$ cat src/rtl/led_pattern_engine.sv
// rtl/led_pattern_engine.sv - prescaled LED pattern generator with FLASH/SHIFT/SHIFT2 modes.
// Define LED_BOUNCE_MODE_EN to build the fourth BOUNCE mode.
module led_pattern_engine #(
  parameter int NB_LEDS     = 4,
  parameter int NB_SW       = 4,
  parameter int NB_BTN      = 4,
  parameter int NB_COUNTER  = 32,
  parameter int BASE_PERIOD = 2**20
) (
  input  logic               clock,
  input  logic               i_reset,
  input  logic [NB_SW-1:0]   i_sw,
  input  logic [NB_BTN-1:0]  i_btn,
  output logic               o_tick,
  output logic [1:0]         o_mode,
  output logic [2:0]         o_color,
  output logic [NB_LEDS-1:0] o_led_r,
  output logic [NB_LEDS-1:0] o_led_g,
  output logic [NB_LEDS-1:0] o_led_b
);

  typedef enum logic [1:0] {
    FLASH  = 2'd0,
    SHIFT  = 2'd1,
    SHIFT2 = 2'd2,
    BOUNCE = 2'd3
  } mode_t;

  localparam logic [NB_COUNTER-1:0] BASE = NB_COUNTER'(BASE_PERIOD);

  logic [NB_COUNTER-1:0] count;
  logic [NB_COUNTER-1:0] limit;
  logic [NB_SW-3:0]      rate;
  mode_t                 mode;
  mode_t                 mode_next;
  logic [NB_LEDS-1:0]    pattern;
  logic [2:0]            color;
  logic                  btn_d;
  logic                  adv;
  logic                  shift_right;
`ifdef LED_BOUNCE_MODE_EN
  logic                  bounce_up;
`endif

  assign rate        = i_sw[NB_SW-2:1];
  assign limit       = (BASE << rate) - NB_COUNTER'(1);
  assign adv         = i_btn[0] & ~btn_d;
  assign shift_right = i_sw[NB_SW-1];
  assign o_mode      = mode;
  assign o_color     = color;

  always_comb begin
    mode_next = mode_t'(mode + 2'd1);
`ifndef LED_BOUNCE_MODE_EN
    if (mode == SHIFT2) mode_next = FLASH;
`endif
  end

  always_ff @(posedge clock or negedge i_reset) begin
    if (!i_reset) begin
      count     <= '0;
      o_tick    <= 1'b0;
      mode      <= FLASH;
      pattern   <= '0;
      color     <= 3'b001;
      btn_d     <= 1'b1;
      o_led_r   <= '0;
      o_led_g   <= '0;
      o_led_b   <= '0;
`ifdef LED_BOUNCE_MODE_EN
      bounce_up <= 1'b1;
`endif
    end else begin
      btn_d <= i_btn[0];

      if (i_btn[1])      color <= 3'b001;
      else if (i_btn[2]) color <= 3'b010;
      else if (i_btn[3]) color <= 3'b100;

      if (!i_sw[0]) begin
        count  <= '0;
        o_tick <= 1'b0;
      end else if (count >= limit) begin
        count  <= '0;
        o_tick <= 1'b1;
      end else begin
        count  <= count + NB_COUNTER'(1);
        o_tick <= 1'b0;
      end

      // A mode step takes priority and swallows a coincident tick.
      if (adv) begin
        mode <= mode_next;
        case (mode_next)
          SHIFT:   pattern <= NB_LEDS'(1);
          SHIFT2:  pattern <= NB_LEDS'(3);
`ifdef LED_BOUNCE_MODE_EN
          BOUNCE: begin
            pattern   <= NB_LEDS'(1);
            bounce_up <= 1'b1;
          end
`endif
          default: pattern <= '0;
        endcase
      end else if (o_tick) begin
        case (mode)
          FLASH: pattern <= ~pattern;
          SHIFT, SHIFT2: begin
            if (shift_right) pattern <= {pattern[0], pattern[NB_LEDS-1:1]};
            else             pattern <= {pattern[NB_LEDS-2:0], pattern[NB_LEDS-1]};
          end
`ifdef LED_BOUNCE_MODE_EN
          // Direction flips on the step that lands on an end, so ends never dwell.
          BOUNCE: begin
            if (bounce_up) begin
              pattern <= pattern << 1;
              if (pattern[NB_LEDS-2]) bounce_up <= 1'b0;
            end else begin
              pattern <= pattern >> 1;
              if (pattern[1]) bounce_up <= 1'b1;
            end
          end
`endif
          default: pattern <= pattern;
        endcase
      end

      o_led_r <= color[0] ? pattern : '0;
      o_led_b <= color[1] ? pattern : '0;
      o_led_g <= color[2] ? pattern : '0;
    end
  end

endmodule

$ cat config.mk
export PLATFORM = sky130hd
export DESIGN_NAME = led_pattern_engine
export DESIGN_NICKNAME = d
export VERILOG_FILES = /design/src/rtl/led_pattern_engine.sv
export SDC_FILE = /design/constraint.sdc
export NUM_CORES = 1
export LEC_CHECK = 0
export ABC_AREA = 0
export CORE_MARGIN = 8
export CORE_UTILIZATION = 45
export CTS_CLUSTER_SIZE = 10
export DETAILED_ROUTE_END_ITERATION = 10
export GPL_TIMING_DRIVEN = 0
export PLACE_DENSITY = 0.68
export SETUP_SLACK_MARGIN = 0.2
export SLEW_MARGIN = 20
export SYNTH_ARGS = -nofsm -noshare
export SYNTH_HDL_FRONTEND = slang
export SYNTH_SLANG_ARGS = --single-unit
$ cat constraint.sdc
create_clock -name clock -period 2 [get_ports clock]
set_clock_uncertainty 0.1 [all_clocks]
set_input_delay 0.5 -clock clock [delete_from_list [all_inputs] [get_ports clock]]
set_output_delay 0.5 -clock clock [all_outputs]
set_load 0.05 [all_outputs]
# Word level (Yosys, flattened, before mapping)
# Index checks and enable logic that the tools add are counted.
[totals]
register_bits = 55
in_bits = 10
output_inout_bits = 18
wordCells = 43
[classes]
add_sub_neg = 3
n_lt_le_gt_ge = 1
n_eq_ne = 4
shift = 1
muxes = 16
bitwise_logic = 3
reduce_logical = 6
[ops]
columns = ["operator", "count"]
rows = [
  ["two-way mux 32 bit", 2],
  ["adder 32 x 1 -> 32 bit, second input constant", 1],
  [">= comparator 32 bit", 1],
  ["left shift 21 x 2 -> 32 bit, first input constant", 1],
  ["subtractor 32 x 1 -> 32 bit, second input constant", 1],
  ["two-way mux 4 bit", 6],
  ["two-way mux 3 bit", 3],
  ["case mux 4 bit (2 select lines)", 1],
  ["nonzero test 3 bit", 2],
  ["equality test 2 x 1 -> 1 bit, second input constant", 2],
  ["equality test 2 bit, second input constant", 2],
  ["NOT 4 bit", 1],
  ["case mux 2 bit (2 select lines)", 1],
  ["adder 2 x 1 -> 2 bit, second input constant", 1],
  ["zero test 2 bit", 1],
  ["two-way mux 1 bit", 2],
  ["two-way mux 2 bit", 1],
  ["AND reduction 2 bit", 1],
  ["nonzero test 2 bit", 1],
  ["OR reduction 2 bit", 1],
  ["AND 1 bit", 1],
  ["NOT 1 bit", 1],
]

# Depth between registers and ports, before layout
# Gate-level depths: netlist (run 1).
[logic_depth]
depth_word = 5
ltp_mapped = 7
depth_no_buf = 6

# Worst setup path before layout (run 1)
# OpenSTA, ideal clock, no wires.
[synth_path]
path_kind = "register to register"
start = "reg count[0]"
end = "reg count[22]"
setup_ns = 0.077
arrival_time_ns = 1.989
required_time_ns = 1.823
slack_ns = -0.166
stages_incl_launch_ff = 7
path_buffers = 1
period_less_slack_ns = 2.166
path_cell_list = "dfrtp_1 -> ha_1 -> nand4_2 -> or4_1 -> buf_2 -> or4b_1 -> a21oi_1"
[synth_via]
elab_chain_len = 3
word_cells_on_any_way = 4
cone_classes = "add/sub: 1; order compare: 1; mux: 2"
[synth_rtl]
columns = ["element", "line", "rtl"]
rows = [
  ["start, declared", "31", "logic [NB_COUNTER-1:0] count;"],
  ["start signal, assigned", "87", "count <= count + NB_COUNTER'(1);"],
  ["adder 32 x 1 -> 32 bit / >= comparator 32 bit (equally long branches)", "87, 83", ""],
  ["two-way mux 32 bit (*)", "83", "end else if (count >= limit) begin"],
  ["two-way mux 32 bit (*)", "80", "if (!i_sw[0]) begin"],
]
# Every way passes the cells marked *; elsewhere a longest branch is shown, timed or not.
# A chain may end at the register's enable or synchronous reset.

# Worst setup path in the final report (run 1)
[layout_path]
start = "reg count[11]"
end = "reg count[22]"
# The elaborated chain is that of the path after synthesis.

==> run summary, run 1 <==
The count of unresolved DRC violations after routing was 0. Setup repair after global routing could not meet its margin everywhere. The sequential element share of the synthesized area is 53.7%.

The synthesized instance count came out at 241. The overall power of the completed layout is 2.68 mW, and the hold buffer count at cts is 0. The post-route clock period utilization came out at 101%.

The peak fanout along the critical path came out at 6. The number of input and output port buffers inserted was 26; the number of flops mapped to enable cells by yosys was 0. STA classifies the critical path startpoint as a register. The number of antenna diodes in the final layout is 0. In the synthesized netlist the async set-or-reset flop fraction comes to 100%. Across the run, the number of max-cap violations was 0. For the iteration count of the initial detailed-routing pass, the log shows 4. The data required time at the worst endpoint was 2.16 ns; the total detailed-routing wirelength was 6600 um. For the total routing usage reported by global routing, the log shows 15.4%. Total grt overflow: 0.

Routability-driven placement finished with a final weighted congestion of 0.717. The run gives 2 as the maximum clock insertion buffer count. The wire-length estimate of the detail-placed layout is 3650 um. After layout, the minimum clock period comes to 2.01 ns. For the initial antenna violation count, the log shows 0.

Dividing the detail-routed via count by the number of cells gives 5.34. The tools report the leakage power as 1.54 nW. The logs give 0 for the number of hold violations in the final report and -0.01 ns for the setup slack of the worst register-to-register path.

The most used flip-flop cell after synthesis is sky130_fd_sc_hd__dfrtp_1. Derived from the worst setup path, the maximum achievable clock frequency is 497 MHz. The smallest setup slack after layout came out at -0.0130 ns.

The final reports fail on setup timing. The clock tree synthesis step divided the H-tree into 2 levels. The tools report the initial standard-cell utilization of the core as 46.6%.

Counting the buffers created by CTS gives 5. The power per cell area is 710 mW/mm^2. The setup path with the least slack is of type register to register.

The max-slew violation total from the final report is 0. The commonest cells after synthesis are sky130_fd_sc_hd__dfrtp_1, sky130_fd_sc_hd__nor3_1, sky130_fd_sc_hd__nand3_1. IR analysis of the VDD net gives a maximum drop of 674 uV.

In the final routed layout, each cell accounts on average for 16.8 um. Synthesis inferred 55 register bits. The average cell area after synthesis came out at 10.7 um^2. The tree built by TritonCTS fans out to 55 sinks. At the end of the flow, the number of nets in the layout was 337. The run gives 0.00551 mm^2 as the area of the core. Yosys mapped the design onto 40 distinct sky130hd cell types. The die is 91.6 um tall. The count of fill cells added during filler insertion is 399. TritonCTS built the clock tree. STA classifies the critical path endpoint as a register. Width of the chip: 91.6 um. The cell area that synthesis handed to floorplanning was 0.00257 mm^2. The buffer cell driving the clock tree root is sky130_fd_sc_hd__clkbuf_8. Setup total negative slack on the finished layout was measured at -0.0130 ns. The clock input transition at the sequential cells of the worst setup and hold paths was 0.10 ns; the starting DRC count in detailed routing was 190.

The worst min-delay path class is primary input to async pin. The final-report setup violation count was 1. The post-route netlist has 42.7% of its cells at a drive strength greater than 1. Most numerous cell in the Yosys netlist: sky130_fd_sc_hd__dfrtp_1.

Entering global routing, the biggest net connects 56 pins. During synthesis, Yosys emitted a total of 0 warnings. The tools report the number of placement rows as 27.

Total I/O pin count: 28. The number of global-route vias before repair was 2166. sky130_fd_sc_hd__dfrtp_1 takes more of the synthesized area than any other cell. The logs give 0.32 ns for the clock insertion delay at the later pin of the skew report and 0.00838 mm^2 for the die area. The run finished, with violations left. Measured in cells, the most critical reg-to-reg path has a length of 5. The layout-stage area growth over the synthesis result is 46.8%, and the worst endpoint data arrival time is 2.17 ns.

The tools report the worst max-slew margin expressed relative to the limit as 55.4%. The first global-routing pass estimated 10400 um of wire. The actual transition at the worst max-transition pin was 0.669 ns.

In the post-synthesis netlist, the biggest area contributors are sky130_fd_sc_hd__dfrtp_1, sky130_fd_sc_hd__ha_1, sky130_fd_sc_hd__a211oi_1. The total via count in the routed design was 2100. The share of Yosys cell area claimed by the top area cell type was 51.6%. The count of nets left with antenna violations once routing finished came out at 0.
## registers in the layout (all words and copies together) (netlist names)
| register | flops |
|---|---|
| o_led_r | 4 |
| o_color | 3 |
| count | 32 |
| o_tick | 1 |
| btn_d | 1 |
| pattern | 4 |
| o_led_g | 4 |
| o_led_b | 4 |
| o_mode | 2 |
## worst max-delay path: stages, from the launching register on
cell                      delay, ns
sky130_fd_sc_hd__dfrtp_1       0.38
sky130_fd_sc_hd__nand4_1       0.17
sky130_fd_sc_hd__or4_4         0.55
sky130_fd_sc_hd__buf_6         0.15
sky130_fd_sc_hd__or4b_4        0.47
sky130_fd_sc_hd__a21oi_2       0.12
## final cells by class
cell class              instances  area (um^2)  area share, %
plain buffers                  10          109           2.89
clock buffers                   6         82.6           2.19
clock inverters                 2         20.0          0.531
inverters                       8         30.0          0.797
multi-input cells             174         1490           39.4
flip-flops and latches         55         1390           36.8
well taps                      72         90.1           2.39
repair buffers                 66          566           15.0
## metrics by stage
| stage | instances | util, % | instance area, um^2 | setup WS (ns) | hold slack, ns |
|---|---|---|---|---|---|
| after floorplan | 247 | - | 2710 | 0.0350 | 0.104 |
| after global placement | 345 | 55.5 | 3060 | -1.59 | 0.437 |
| after detailed placement | 345 | 55.4 | 3050 | -0.767 | 0.433 |
| after CTS | 386 | 65.2 | 3590 | 0.00392 | 0.136 |
| after global routing | 393 | 68.5 | 3770 | -0.0930 | 0.172 |
| final | 393 | 68.5 | 3770 | -0.0130 | 0.104 |
## logic make-up (layout without fill, tap and decap cells)
family	Yosys count	in the layout	synth area share, %
AO/OA/AOI/OAI	41	41	9.84
XOR/XNOR	14	14	4.77
adder cells (fa/ha/maj)	7	7	3.41
buffers and inverters	18	92	3.41
flip-flops	55	55	53.7
multiplexers	4	4	1.56
other	2	8	0.292
AND/OR/NAND/NOR	100	100	23.0
## routing by layer
| metal | vias to the layer above | part of all wire, % | GRT usage, % |
|---|---|---|---|
| met4 | 0 | 1.3 | 5.46 |
| met1 | 1038 | 42 | 17.8 |
| li1 | 1017 | - | - |
| met2 | 36 | 53 | 26.4 |
| met5 | - | 0 | 0 |
| met3 | 9 | 4.0 | 4.44 |
## layout by cell type, fill, tap and decap left out, drive strengths merged, types with 4 or more instances in the layout
cell	synthesis	layout
o21ai	11	11
mux2i	4	4
xnor2	9	9
nand2	10	10
nand3	13	13
and4	5	5
conb	2	8
nand4	9	9
nor3	15	15
nor2	11	11
or4	4	4
clkdlybuf4s50	0	5
xor2	5	5
nor4	4	4
clkbuf	6	17
a21oi	11	11
buf	4	49
a211oi	11	11
ha	7	7
clkdlybuf4s15	0	11
and2	12	12
dfrtp	53	53
or3	7	7
inv	8	9
nor2b	5	5
## timing repair
| action | in CTS | in global routing |
|---|---|---|
| gates resized for setup | 89 | 49 |
| pin swaps | 29 | 15 |
| buffers inserted | 32 | 7 |
| cloned | 1 | 0 |
| setup endpoints to repair | 44 | 37 |
## final timing paths
kind,start,to
setup / recovery,count[11]$_DFF_PN0_,count[22]$_DFF_PN0_
hold / removal,i_reset,count[22]$_DFF_PN0_
setup reg to reg,count[11]$_DFF_PN0_,count[22]$_DFF_PN0_
hold reg to reg,o_color[0]$_DFFE_PN1P_,o_color[0]$_DFFE_PN1P_
max in group asynchronous,i_reset,count[0]$_DFF_PN0_
min in group clock,o_color[0]$_DFFE_PN1P_,o_color[0]$_DFFE_PN1P_
## where the power goes
group | internal (mW) | switching (mW) | leakage (nW) | total (mW)
clock | 0.292 | 0.389 | 0.0533 | 0.682
sequential | 1.22 | 0.0943 | 0.716 | 1.31
combinational | 0.242 | 0.443 | 0.770 | 0.685
Power figures use the tool's default switching activity.
==> inputs of run 2 (changes only) <==
Settings changed: PLACE_DENSITY 0.68 to 0.66.
Clock period 2 ns to 2.3 ns, I/O delays scaled along.
==> run 2 against run 1 <==
Against the previous run:
- the run now ends clean
- combinational power down 19%
- worst setup slack better by 0.24 ns
- flip-flop and latch count unchanged
- non-clock buffer count down 28
- final cell count down 7.1%
- die area unchanged
- via count down 6.8%
- wire length down 13%
- critical path depth up 2
- largest cell class is now sequential cells
- highest routed layer unchanged
==> run summary, run 2 (synthesis results as in run 1) <==
The run gives 0 as the number of hold violations in the final report. For this design the static power due to leakage is 1.38 nW. The total grt overflow is 0. Summed over all nets, the half-perimeter wirelength after detailed placement is 3630 um. The worst register-to-register path begins at count[13]$_DFF_PN0_.

No sink is reached through more buffers than the 2 on the longest clock path. Buffers placed on the I/O ports in this run total 26. Max-slew violation total from the final report: 0.

The top cell types in the final layout, fill and taps aside, are sky130_fd_sc_hd__dfrtp_1, sky130_fd_sc_hd__dlygate4sd2_1, sky130_fd_sc_hd__nor3_1. Clock-pin slew was measured on the worst setup and hold paths at 0.10 ns. The logs give 508 uV for the largest voltage drop on the vdd net and 9590 um for the first-pass GRT wire length.

Cells with a size suffix above 1 make up 18.4% of the layout. Global routing used 22.6% of the available met2 tracks. The run finished with clean final reports. The register with the most flip-flops in the layout has 32 of them.

The tools report the area of the core as 0.00551 mm^2. The width of the chip was 91.6 um; the total routing usage reported by global routing was 13.8%. The maximum number of pins on one net before global-route repair is 56. The type of element capturing the critical path was a register. Final weighted congestion of routability-driven global placement: 0.794. During I/O placement, the number of pins put on the boundary was 28.

Once placement finished, the instance area stood at 0.00295 mm^2. At the end of the flow the core is filled with cells to 58.6%. At the end of the flow, the number of nets in the layout was 309. The actual transition at the worst max-transition pin was 0.695 ns; the worst max-slew margin expressed relative to the limit was 53.7%. Timing would allow up to 484 MHz. The area of all placed cells without fillers is 0.00323 mm^2, and the worst reg-to-reg path cell count is 5. The peak fanout along the critical path is 4. The clock reaches the later pin of the worst-skew pair after 0.31 ns. TritonCTS created 5 clock buffers.

The H-tree was split into 2 levels. The min-delay analysis places its worst path in the category primary input to async pin. The die covers 0.00838 mm^2. The layout-stage area growth over the synthesis result is 25.6%, and the antenna violation net count after detailed routing is 0. The worst register-to-register path has a setup slack of 0.26 ns. The y dimension of the die is 91.6 um, and the initial standard-cell utilization of the core is 46.6%. The iteration count of the initial detailed-routing pass is 4. By startpoint and endpoint, the worst setup path is classified as primary input to register. The filler-free cell count of the finished design was 365; the initial antenna violation count was 0. The number of placed instances, taps included, is 345. The data required time at the worst endpoint came out at 2.44 ns. The worst register-to-register path ends at count[22]$_DFF_PN0_.

The power per cell area works out to 692 mW/mm^2. Setup violations remaining at the end of the flow were counted as 0. The run gives 84 as the starting DRC count in detailed routing.

The buffer cell driving the clock tree root was sky130_fd_sc_hd__clkbuf_8. count holds more flip-flops than any other register. In the final routed layout, each cell accounts on average for 15.7 um. Global routing used 3.13% of the available met3 tracks. The number of global-route vias before repair came out at 1998.

For the count of fill cells added during filler insertion, the log shows 490. The layer with the highest usage was met2. Final critical path time including I/O delays and setup: 2.07 ns.

The hold buffer count at cts was 0. The tool flagged a number of max-cap violations equal to 0. Global routing consumed, on the met1 layer, 17.4% of the routing resources. The count of unresolved DRC violations after routing is 0, and the number of vias per cell is 5.36.

The total detailed-routing wirelength was 5720 um. The antenna diode instance count is 0. The routed layout has 1958 vias. The final sum of negative setup slack came out at 0 ns. STA classifies the critical path startpoint as a primary input. The clock sink count was 55. The run gives 2.21 ns as the worst endpoint data arrival time.

Dividing the final minimum period by the clock period gives 89.9%. Setup repair after global routing could not meet its margin everywhere. The floorplan has 27 rows.

TritonCTS built the clock tree. The most frequent standard cell in the layout excluding fill and tap cells is sky130_fd_sc_hd__dfrtp_1.
run 2: cell count changes in the layout (fill, tap and decap cells not counted), sizes merged:
cell           delta
inv               -1
clkinv            +1
clkinvlp          +1
clkbuf            -6
clkdlybuf4s15    -11
buf              -31
dlygate4sd2      +19
run 2: worst max-delay path by stage:
stage                        start                    end  slack, ns  cells after the start
2_1_floorplan   count[0]$_DFF_PN0_    count[22]$_DFF_PN0_       0.18                      6
3_3_place_gp               i_reset  o_mode[0]$_DFFE_PN0P_      -1.39                      1
3_5_place_dp               i_sw[2]     count[5]$_DFF_PN0_      -0.62                      8
4_1_cts        count[16]$_DFF_PN0_    count[23]$_DFF_PN0_       0.20                      5
5_1_grt                    i_sw[2]    count[24]$_DFF_PN0_       0.15                      7
6_report                   i_sw[2]    count[24]$_DFF_PN0_       0.23                      7
run 2: what timing repair did:
item | in CTS | in global routing
endpoints found under the setup margin | 44 | 25
gates resized for setup | 42 | 17
pin swaps | 8 | 3
setup buffers | 7 | 3
cloned | 2 | 0
run 2: cell type report:
| type | count | area [um^2] | share of cell area [%] |
|---|---|---|---|
| timing repair buffer | 38 | 338 | 10.5 |
| clock inverter | 3 | 25.0 | 0.775 |
| multi-input combinational | 174 | 1210 | 37.5 |
| buffer | 10 | 76.3 | 2.37 |
| clock buffer | 5 | 68.8 | 2.13 |
| tap | 72 | 90.1 | 2.79 |
| sequential | 55 | 1390 | 43.0 |
| inverter | 8 | 30.0 | 0.931 |
run 2: per-stage QoR:
stage	power (mW)	hold slack [ns]	setup WS (ns)
after floorplan	1.53	0.179	0.183
after global placement	1.73	0.435	-1.39
after detailed placement	1.74	0.439	-0.620
after CTS	2.26	0.217	0.200
after global routing	2.35	0.242	0.150
final	2.23	0.201	0.232
run 2: report_power, final:
| part | switching [mW] | internal [mW] |
|---|---|---|
| sequential | 0.0774 | 1.06 |
| combinational | 0.372 | 0.181 |
| clock | 0.324 | 0.218 |
run 2: worst max-delay path, cell delays in order:
cell	delay, ns
sky130_fd_sc_hd__dlygate4sd2_1	0.24
sky130_fd_sc_hd__nand2_1	0.07
sky130_fd_sc_hd__ha_1	0.32
sky130_fd_sc_hd__and4_4	0.19
sky130_fd_sc_hd__a41oi_1	0.20
sky130_fd_sc_hd__or4b_4	0.47
sky130_fd_sc_hd__a21oi_1	0.14
run 2: layer usage:
layer | vias up | share of wire, %
met2 | 16 | 50
met1 | 975 | 46
li1 | 961 | -
met4 | 0 | 1.1
met5 | - | 0
met3 | 6 | 2.4
